### config.mk
export PLATFORM = sky130hd
export DESIGN_NAME = addsub_serial
export DESIGN_NICKNAME = d
export VERILOG_FILES = /design/src/rtl/addsub_serial.sv
export SDC_FILE = /design/constraint.sdc
export NUM_CORES = 1
export LEC_CHECK = 0
export BUFFER_PORTS_ARGS = -buffer_cell sky130_fd_sc_hd__clkbuf_2
export CAP_MARGIN = 20
export CORE_ASPECT_RATIO = 0.6
export CORE_MARGIN = 2
export CORE_UTILIZATION = 25
export DETAILED_ROUTE_END_ITERATION = 6
export GPL_TIMING_DRIVEN = 1
export PLACE_DENSITY = 0.43
export SKIP_LAST_GASP = 1
export SLEW_MARGIN = 20
export SYNTH_ARGS = -nofsm -noshare
export SYNTH_HDL_FRONTEND = slang
export SYNTH_SLANG_ARGS = --single-unit
### constraint.sdc
create_clock -name clk -period 3.4 [get_ports clk]
set_input_delay 0.17 -clock clk [delete_from_list [all_inputs] [get_ports clk]]
set_output_delay 0.17 -clock clk [all_outputs]
set_load 0.01 [all_outputs]
### src/rtl/addsub_serial.sv
// Digit-serial two's complement adder/subtractor: DIGIT bits per clock, NDIG clocks per operation.
// Optional feature: define ADDSUB_SAT_EN to saturate the result on signed overflow.
module addsub_serial #(
  parameter int WIDTH = 32,
  parameter int DIGIT = 8
) (
  input  logic             clk,
  input  logic             rst_n,
  input  logic             in_valid,
  output logic             in_ready,
  input  logic [WIDTH-1:0] a,
  input  logic [WIDTH-1:0] b,
  input  logic             sub,
  output logic             out_valid,
  input  logic             out_ready,
  output logic [WIDTH-1:0] ans,
  output logic             cout,
  output logic             v,
  output logic             z,
  output logic             n
);

  localparam int NDIG = WIDTH / DIGIT;
  localparam int KW   = (NDIG > 1) ? $clog2(NDIG) : 1;
  localparam logic [KW-1:0] KLAST = KW'(NDIG - 1);

  typedef enum logic [1:0] {IDLE, RUN, DONE} state_t;

  state_t state, state_nxt;

  logic [WIDTH-1:0] a_p0;
  logic [WIDTH-1:0] bx_p0;
  logic             carry;
  logic [KW-1:0]    k;

  logic [DIGIT:0]       dsum;
  logic [WIDTH+DIGIT-1:0] cat;
  logic [WIDTH-1:0]     raw;
  logic [WIDTH-1:0]     final_ans;
  logic                 cmsb_in;
  logic                 ovf;
  logic                 last;

`ifdef ADDSUB_SAT_EN
  function automatic logic [WIDTH-1:0] saturate(input logic [WIDTH-1:0] val,
                                                input logic ovf_in,
                                                input logic a_sign);
    logic signed [WIDTH-1:0] res;
    res = val;
    if (ovf_in) begin
      res = a_sign ? {1'b1, {(WIDTH-1){1'b0}}} : {1'b0, {(WIDTH-1){1'b1}}};
    end
    return res;
  endfunction
`endif

  always_ff @(posedge clk or negedge rst_n) begin
    if (!rst_n) state <= IDLE;
    else        state <= state_nxt;
  end

  always_comb begin
    state_nxt = state;
    case (state)
      IDLE:    if (in_valid) state_nxt = RUN;
      RUN:     if (last) state_nxt = DONE;
      DONE:    if (out_ready) state_nxt = IDLE;
      default: state_nxt = IDLE;
    endcase
  end

  assign in_ready  = (state == IDLE);
  assign out_valid = (state == DONE);
  assign last      = (k == KLAST);

  // Operands shift right one digit per RUN edge so the active digit is always the low one;
  // result digits enter at the top so the full word is aligned after NDIG edges.
  assign dsum    = {1'b0, a_p0[DIGIT-1:0]} + {1'b0, bx_p0[DIGIT-1:0]} + {{DIGIT{1'b0}}, carry};
  assign cat     = {dsum[DIGIT-1:0], ans};
  assign raw     = cat[WIDTH+DIGIT-1:DIGIT];
  assign cmsb_in = raw[WIDTH-1] ^ a_p0[DIGIT-1] ^ bx_p0[DIGIT-1];
  assign ovf     = cmsb_in ^ dsum[DIGIT];

`ifdef ADDSUB_SAT_EN
  assign final_ans = saturate(raw, ovf, a_p0[DIGIT-1]);
`else
  assign final_ans = raw;
`endif

  always_ff @(posedge clk) begin
    if (state == IDLE && in_valid) begin
      a_p0  <= a;
      bx_p0 <= b ^ {WIDTH{sub}};
    end else if (state == RUN) begin
      a_p0  <= a_p0 >> DIGIT;
      bx_p0 <= bx_p0 >> DIGIT;
    end
  end

  always_ff @(posedge clk or negedge rst_n) begin
    if (!rst_n) begin
      carry <= 1'b0;
      k     <= '0;
      ans   <= '0;
      cout  <= 1'b0;
      v     <= 1'b0;
      z     <= 1'b0;
      n     <= 1'b0;
    end else if (state == IDLE && in_valid) begin
      carry <= sub;
      k     <= '0;
    end else if (state == RUN) begin
      carry <= dsum[DIGIT];
      k     <= k + 1'b1;
      if (last) begin
        ans  <= final_ans;
        cout <= dsum[DIGIT];
        v    <= ovf;
        z    <= (final_ans == '0);
        n    <= final_ans[WIDTH-1];
      end else begin
        ans  <= raw;
      end
    end
  end

endmodule

==> run_results.csv, run 1 <==
group,metric,value,unit
run_status,status,"finished with violations",
run_status,failed_checks,"negative hold slack",
placed_design,placed_cell_area,5620,µm²
global_route,grt_pass1_wl,18100,µm
final_layout,nets,649,
critical_path,cp_slowest_cell,"fa_1",
clock_tree,clkLatencyLatePin,0.35,ns
power_and_ir_drop,p_per_area,1020,nW/µm²
sta,hold_viol,41,
global_route,grt_use_total,11.4,%
logic_synthesis,synthMostInstantiatedCell,"nand2_1",
floorplan,dieArea,20600,µm²
power_and_ir_drop,irDropWorstVdd,0.000414,V
placed_design,portBuffers,106,
floorplan,io_pins,107,
sta,relSlewSlack,31.2,%
sta,setup_ws,0.977,ns
detailed_routing,drc,0,
floorplan,rows,39,
logic_synthesis,synth_xor_area_share,6.87,%
sta,rsz0062_at_grt,"no",
critical_path,worstSetupPathType,"reg2reg",
logic_synthesis,synth_warnings,0,
run,max-cap-violations,0,
detailed_routing,vias,3477,
logic_synthesis,synth_top_family_by_area,"simple AND/OR/NAND/NOR gates",
critical_path,cp_common_cell,"fa_1",
floorplan,start_util,25.5,%
critical_path,startpoint_type,"register",
clock_tree,cts_tree,"done",
clock_tree,cts_buffers,9,
detailed_routing,wl,11200,µm
final_layout,final_layout_size_suffix_gt1_share,23.1,%
global_route,grt_max_degree,84,
clock_tree,cts.root.buffer_cell,"clkbuf_16",
clock_tree,path_clk_slew,0.08,ns
detailed_routing,wire_per_inst,13.7,µm
logic_synthesis,synthCells,473,
placed_design,pre_cts_slack,1.01,ns
detailed_routing,dr.pass1.iters,4,
sta,worstMarginPinSlew,1.03,ns
clock_tree,ctsHtreeMaxLevel,3,
logic_synthesis,synth.top_cells.by_count,"194 x nand2_1, 64 x edfxtp_1, 41 x dfrtp_1, 37 x xnor2_1, 34 x o21ai_0",
logic_synthesis,syn_area,4850,µm²
global_route,antenna_found_initial,1,
sta,finalCriticalPeriod,2.42,ns
clock_tree,clk_path_buf_depth,2,
logic_synthesis,ys_types,37,
logic_synthesis,synthAdderAreaFrac,2.89,%
sta,slew_viol_final,0,
power_and_ir_drop,p_leak,2.74,nW
logic_synthesis,synth.ff_latch_count,105,
logic_synthesis,synthSimpleGateAreaFrac,20.1,%
logic_synthesis,synth-compound-area-share,6.66,%
global_route,overflow,0,
logic_synthesis,async_flop_share,39.0,%
logic_synthesis,yosysSeqAreaShare,60.8,%
logic_synthesis,avgSynthCellArea,10.2,µm²
detailed_routing,drtIter0Drc,165,
final_layout,fin_area,5940,µm²
logic_synthesis,synth-edff-count,64,
critical_path,path_cells,"fa_1, fa_1, a21oi_1, o2111ai_1, and3_1, o211a_1, o31ai_2",
placed_design,gp_congestion,0.757,
logic_synthesis,synth_top_area_cell,"edfxtp_1",
sta,whs,-0.0407,ns
logic_synthesis,syn_nets,552,
clock_tree,cts.sinks,105,
worst_hold_path,holdCritPathClass,"in2async",
sta,skew,0.0130,ns
critical_path,worstPathMaxFanout,3,
floorplan,die_w,184,µm
placed_design,dpl.cell_count,804,
sta,fmax,0.413,GHz
sta,timing.final.crit_share,71.3,%
placed_design,place_hpwl,7940,µm
critical_path,cp.arrival,2.69,ns
sta,fin_setup_tns,0,ns
logic_synthesis,synth_area_leaders,"edfxtp_1 40%, dfrtp_1 21%, nand2_1 15%",
detailed_routing,viasPerCell,4.23,
floorplan,die_y,112,µm
final_layout,stdcell_count,822,
final_layout,multi_input_area,1780,µm²
final_layout,n_fill_cell,1986,
logic_synthesis,synth_top_area_share,39.7,%
final_layout,seq_area,2950,µm²
floorplan,core_area,19000,µm²
final_layout,area_growth,22.5,%
logic_synthesis,dominantRegCellSynth,"edfxtp_1",
critical_path,cpPeakStageDelay,0.47,ns
global_route,grt_pass1_vias,3439,
critical_path,required,3.66,ns
detailed_routing,detail-route-antenna-nets,0,
logic_synthesis,synth.mux.area_fraction,0,%
critical_path,worstSetupEndpointType,"register",
sta,finalSetupViolCount,0,
==> metrics by stage <==
stage	power, mW	util [%]
4_1_cts	6.19	31.2
6_report	6.08	31.2
5_1_grt	6.61	31.2
3_5_place_dp	5.11	29.5
3_3_place_gp	5.08	29.5
2_1_floorplan	4.28	-
==> cell usage in the layout (no fill, tap or decap), drive strengths merged, types with 2 or more instances in the layout <==
cell type	netlist	routed
a21o	2	2
nor4	7	7
dfrtp	41	41
inv	4	7
ha	8	8
xnor2	37	37
fa	2	2
a21oi	3	3
o2111ai	3	3
nor2	11	11
o21ai	36	36
o21bai	2	2
nand2	195	195
nor3	2	2
buf	9	5
edfxtp	64	64
o211ai	2	2
clkbuf	16	116
and3	9	9
clkinv	0	2
nand3	7	7
==> critical path, delay by kind of cell, from the launching register on <==
kind / cells / cell delay (ns)
adder cells (fa/ha/maj): 2 / 0.89
flip-flops: 1 / 0.39
AND/OR/NAND/NOR: 1 / 0.20
AO/OA/AOI/OAI: 4 / 0.85
==> metal layers <==
metal	part of all wire (%)	wire, µm	vias to the layer above	track usage, %
met5	0	0	-	0
met2	41	4630	73	16.4
li1	-	-	1773	-
met1	52	5810	1618	16.3
met4	1.5	167	0	3.79
met3	5.5	615	13	3.50
==> what timing repair did <==
| action | in CTS | in global routing |
|---|---|---|
| hold endpoints to repair | 1 | 0 |
| buffers inserted | 0 | 0 |
| hold buffers | 1 | 0 |
| endpoints found under the setup margin | 0 | 0 |
| resized for setup | 0 | 0 |
==> report_power, final <==
group | internal, mW | total, mW | switching, mW
clock | 0.570 | 1.06 | 0.488
combinational | 0.898 | 2.45 | 1.56
sequential | 2.22 | 2.57 | 0.352
==> area by class of cell <==
class                           instances  share of cell area (%)
Sequential cell                       105                    49.7
Multi-Input combinational cell        339                    29.9
Timing Repair Buffer                  111                    9.82
Tap cell                              246                    5.18
Clock buffer                           11                    4.45
Clock inverter                          5                   0.674
Inverter                                4                   0.253
Antenna cell                            1                  0.0421
==> cells by family after synthesis <==
group,count (synthesis)
xor gates and xnor gates,38
and+or+nand+nor,238
AOI/OAI and AO/OA,53
buffers and inverters,29
adders and majority gates,10
DFF,105
==> sequential cells by signal, indices dropped and copies added, names as in the netlist <==
signal / flops
state: 2
k: 2
v: 1
n: 1
a_p0: 32
bx_p0: 32
carry: 1
z: 1
cout: 1
ans: 32
==> worst paths after layout <==
kind                                     from                    to  slack [ns]  depth (start not counted)
max                         a_p0[0]$_DFFE_PP_         v$_DFFE_PN0P_        0.98                          7
min                                     rst_n   ans[20]$_DFFE_PN0P_       -0.04                          1
max reg2reg                 a_p0[0]$_DFFE_PP_         v$_DFFE_PN0P_        0.98                          7
min reg2reg                ans[6]$_DFFE_PN0P_    ans[6]$_DFFE_PN0P_        0.48                          2
max in group asynchronous               rst_n  state[1]$_DFFE_PN0P_        2.84                          1
min in group clk                        a[13]    a_p0[13]$_DFFE_PP_        0.08                          3
Note: power is estimated with default switching activity, not from simulation.
==> run 2, diff against run 1 <==
Settings changed: PLACE_DENSITY 0.43 to 0.44.
Clock period 3.4 ns to 2 ns, I/O delays scaled along.
==> run 2 against run 1 <==
The run ends with negative setup slack left. First-iteration DRC count fell by 16%. Die area stayed put. Count of clock-buffer cells in the layout down 1. Non-clock buffer count up 19. Sequential power up 69%. Worst hold slack better by 0.062 ns. Register-to-register slack got worse by 1.2 ns. Critical path type unchanged.
==> run_results.csv, run 2 (synthesized netlist as in run 1, its figures left out) <==
group,metric,value,unit
final_layout,largestRegisters,"a_p0 (32), ans (32), bx_p0 (32)",
run_status,failed_checks,"negative setup slack",
floorplan,die_y,112,µm
placed_design,place_hpwl,8370,µm
sta,fmax,0.442,GHz
placed_design,placed_cell_area,5730,µm²
clock_tree,cts_tree,"done",
floorplan,dieArea,20600,µm²
critical_path,required,2.30,ns
global_route,grt_pass1_vias,3564,
worst_hold_path,hp-start,"a[21]",
critical_path,cp_slowest_cell,"fa_2",
floorplan,die_w,184,µm
final_layout,fin_area,6200,µm²
critical_path,startpoint_type,"register",
sta,slew_viol_final,0,
global_route,grt_max_degree,63,
clock_tree,cts.sinks,105,
final_layout,nets,668,
sta,finalSetupViolCount,5,
detailed_routing,wire_per_inst,13.9,µm
clock_tree,clkLatencyLatePin,0.35,ns
floorplan,rows,39,
global_route,grt_use_total,11.8,%
sta,whs,0.0218,ns
critical_path,worstPathMaxFanout,2,
power_and_ir_drop,p_leak,2.85,nW
critical_path,cpPeakStageDelay,0.44,ns
run_status,status,"finished with violations",
sta,hold_viol,0,
detailed_routing,detail-route-antenna-nets,0,
run,max-cap-violations,0,
global_route,overflow,0,
final_layout,multi_input_area,1870,µm²
critical_path,critPathLaunch,"carry$_DFFE_PN0P_",
sta,timing.final.crit_share,113,%
critical_path,worstSetupPathType,"reg2reg",
critical_path,cp.arrival,2.56,ns
sta,relSlewSlack,63.2,%
final_layout,mostFrequentLayoutCells,"190 x nand2_1, 106 x clkbuf_2, 64 x edfxtp_1",
power_and_ir_drop,p_per_area,1800,nW/µm²
final_layout,final_common_cell,"nand2_1",
critical_path,rr_startpoint,"carry$_DFFE_PN0P_",
detailed_routing,vias,3529,
clock_tree,cts.root.buffer_cell,"clkbuf_16",
sta,setup_ws,-0.262,ns
detailed_routing,wl,11700,µm
placed_design,gp_congestion,0.776,
floorplan,start_util,25.5,%
final_layout,seq_area,2950,µm²
global_route,busiest_layer,"met1",
power_and_ir_drop,irDropWorstVdd,0.000760,V
clock_tree,ctsHtreeMaxLevel,3,
final_layout,n_fill_cell,2001,
clock_tree,path_clk_slew,0.08,ns
worst_hold_path,holdCritPathClass,"in2reg",
critical_path,worstSetupEndpointType,"register",
placed_design,portBuffers,106,
detailed_routing,drtIter0Drc,139,
global_route,grt_use_met1,18.0,%
sta,worstMarginPinSlew,0.551,ns
final_layout,final_layout_size_suffix_gt1_share,27.1,%
global_route,met2_usage,15.9,%
global_route,antenna_found_initial,1,
critical_path,path_cells,"fa_2, fa_2, nor4_2, nand4_1, nor4_2, and4_1, a32o_2",
floorplan,io_pins,107,
detailed_routing,viasPerCell,4.20,
global_route,grt_pass1_wl,18900,µm
floorplan,core_area,19000,µm²
sta,finalCriticalPeriod,2.26,ns
sta,rsz0062_at_grt,"yes",
global_route,met3_usage,3.60,%
final_layout,diodes,0,
detailed_routing,dr.pass1.iters,4,
final_layout,area_growth,28.0,%
clock_tree,clk_path_buf_depth,2,
sta,skew,0.0103,ns
clock_tree,cts_buffers,9,
detailed_routing,drc,0,
[run 2: cell types whose count changed in the layout (fill, tap and decap cells not counted), moves of 3 or more]
cell | before | now
buf_4 | 3 | 14
buf_6 | 0 | 3
dlygate4sd3_1 | 1 | 5
nand2_4 | 1 | 4
[run 2: worst paths after layout]
| kind | slack [ns] | cells past startpoint | to |
|---|---|---|---|
| worst max-delay path | -0.26 | 7 | z$_DFFE_PN0P_ |
| worst min-delay path | 0.02 | 3 | a_p0[21]$_DFFE_PP_ |
| worst max register to register | -0.26 | 7 | z$_DFFE_PN0P_ |
| worst min register to register | 0.48 | 2 | ans[3]$_DFFE_PN0P_ |
| max in group asynchronous | 1.25 | 3 | v$_DFFE_PN0P_ |
| min in group asynchronous | 0.36 | 3 | ans[3]$_DFFE_PN0P_ |
[run 2: final cells by class]
cell class,count,share of cell area [%]
sequential,105,47.5
clock buffer,10,4.03
inverter,4,0.242
timing repair buffer,130,12.2
tap,246,4.96
clock inverter,6,0.908
multi-input combinational,339,30.1
[run 2: repair_timing]
action,in CTS,in global routing
resized for setup,2,16
endpoints found under the setup margin,3,8
setup buffers,2,4
hold buffers,5,0
pin swaps,4,9
hold endpoints to repair,45,0
[run 2: stage by stage]
stage / power [mW] / TNS [ns] / std cells / setup WS (ns) / utilization [%]
3_3_place_gp: 8.84 / -0.443 / 814 / -0.207 / 30.1
4_1_cts: 10.9 / -0.620 / 837 / -0.240 / 32.1
5_1_grt: 12.1 / -1.61 / 840 / -0.383 / 32.6
3_5_place_dp: 8.91 / -0.517 / 814 / -0.265 / 30.1
6_report: 11.1 / -0.865 / 840 / -0.262 / 32.6
2_1_floorplan: 7.30 / -0.141 / 473 / -0.0899 / -
[run 2: metal layers]
metal	part of all wire, %	wire length [µm]	vias to the layer above
met5	0	0	-
met4	0.67	78	0
met3	5.5	645	6
met2	40	4710	67
met1	54	6260	1642
li1	-	-	1814
[run 2: power breakdown]
group	switching [mW]	internal (mW)	total, mW	leakage, nW
Clock	0.858	0.948	1.81	0.148
Sequential	0.590	3.76	4.35	1.18
Combinational	2.95	2.03	4.98	1.53
Total	4.39	6.74	11.1	2.85
[run 2: worst max-delay path, delay by kind of cell (launching register included)]
family                     cells  cell delay (ns)
adders and majority gates      2             0.86
and+or+nand+nor                4             0.78
DFF                            1             0.41
AOI/OAI and AO/OA              1             0.15
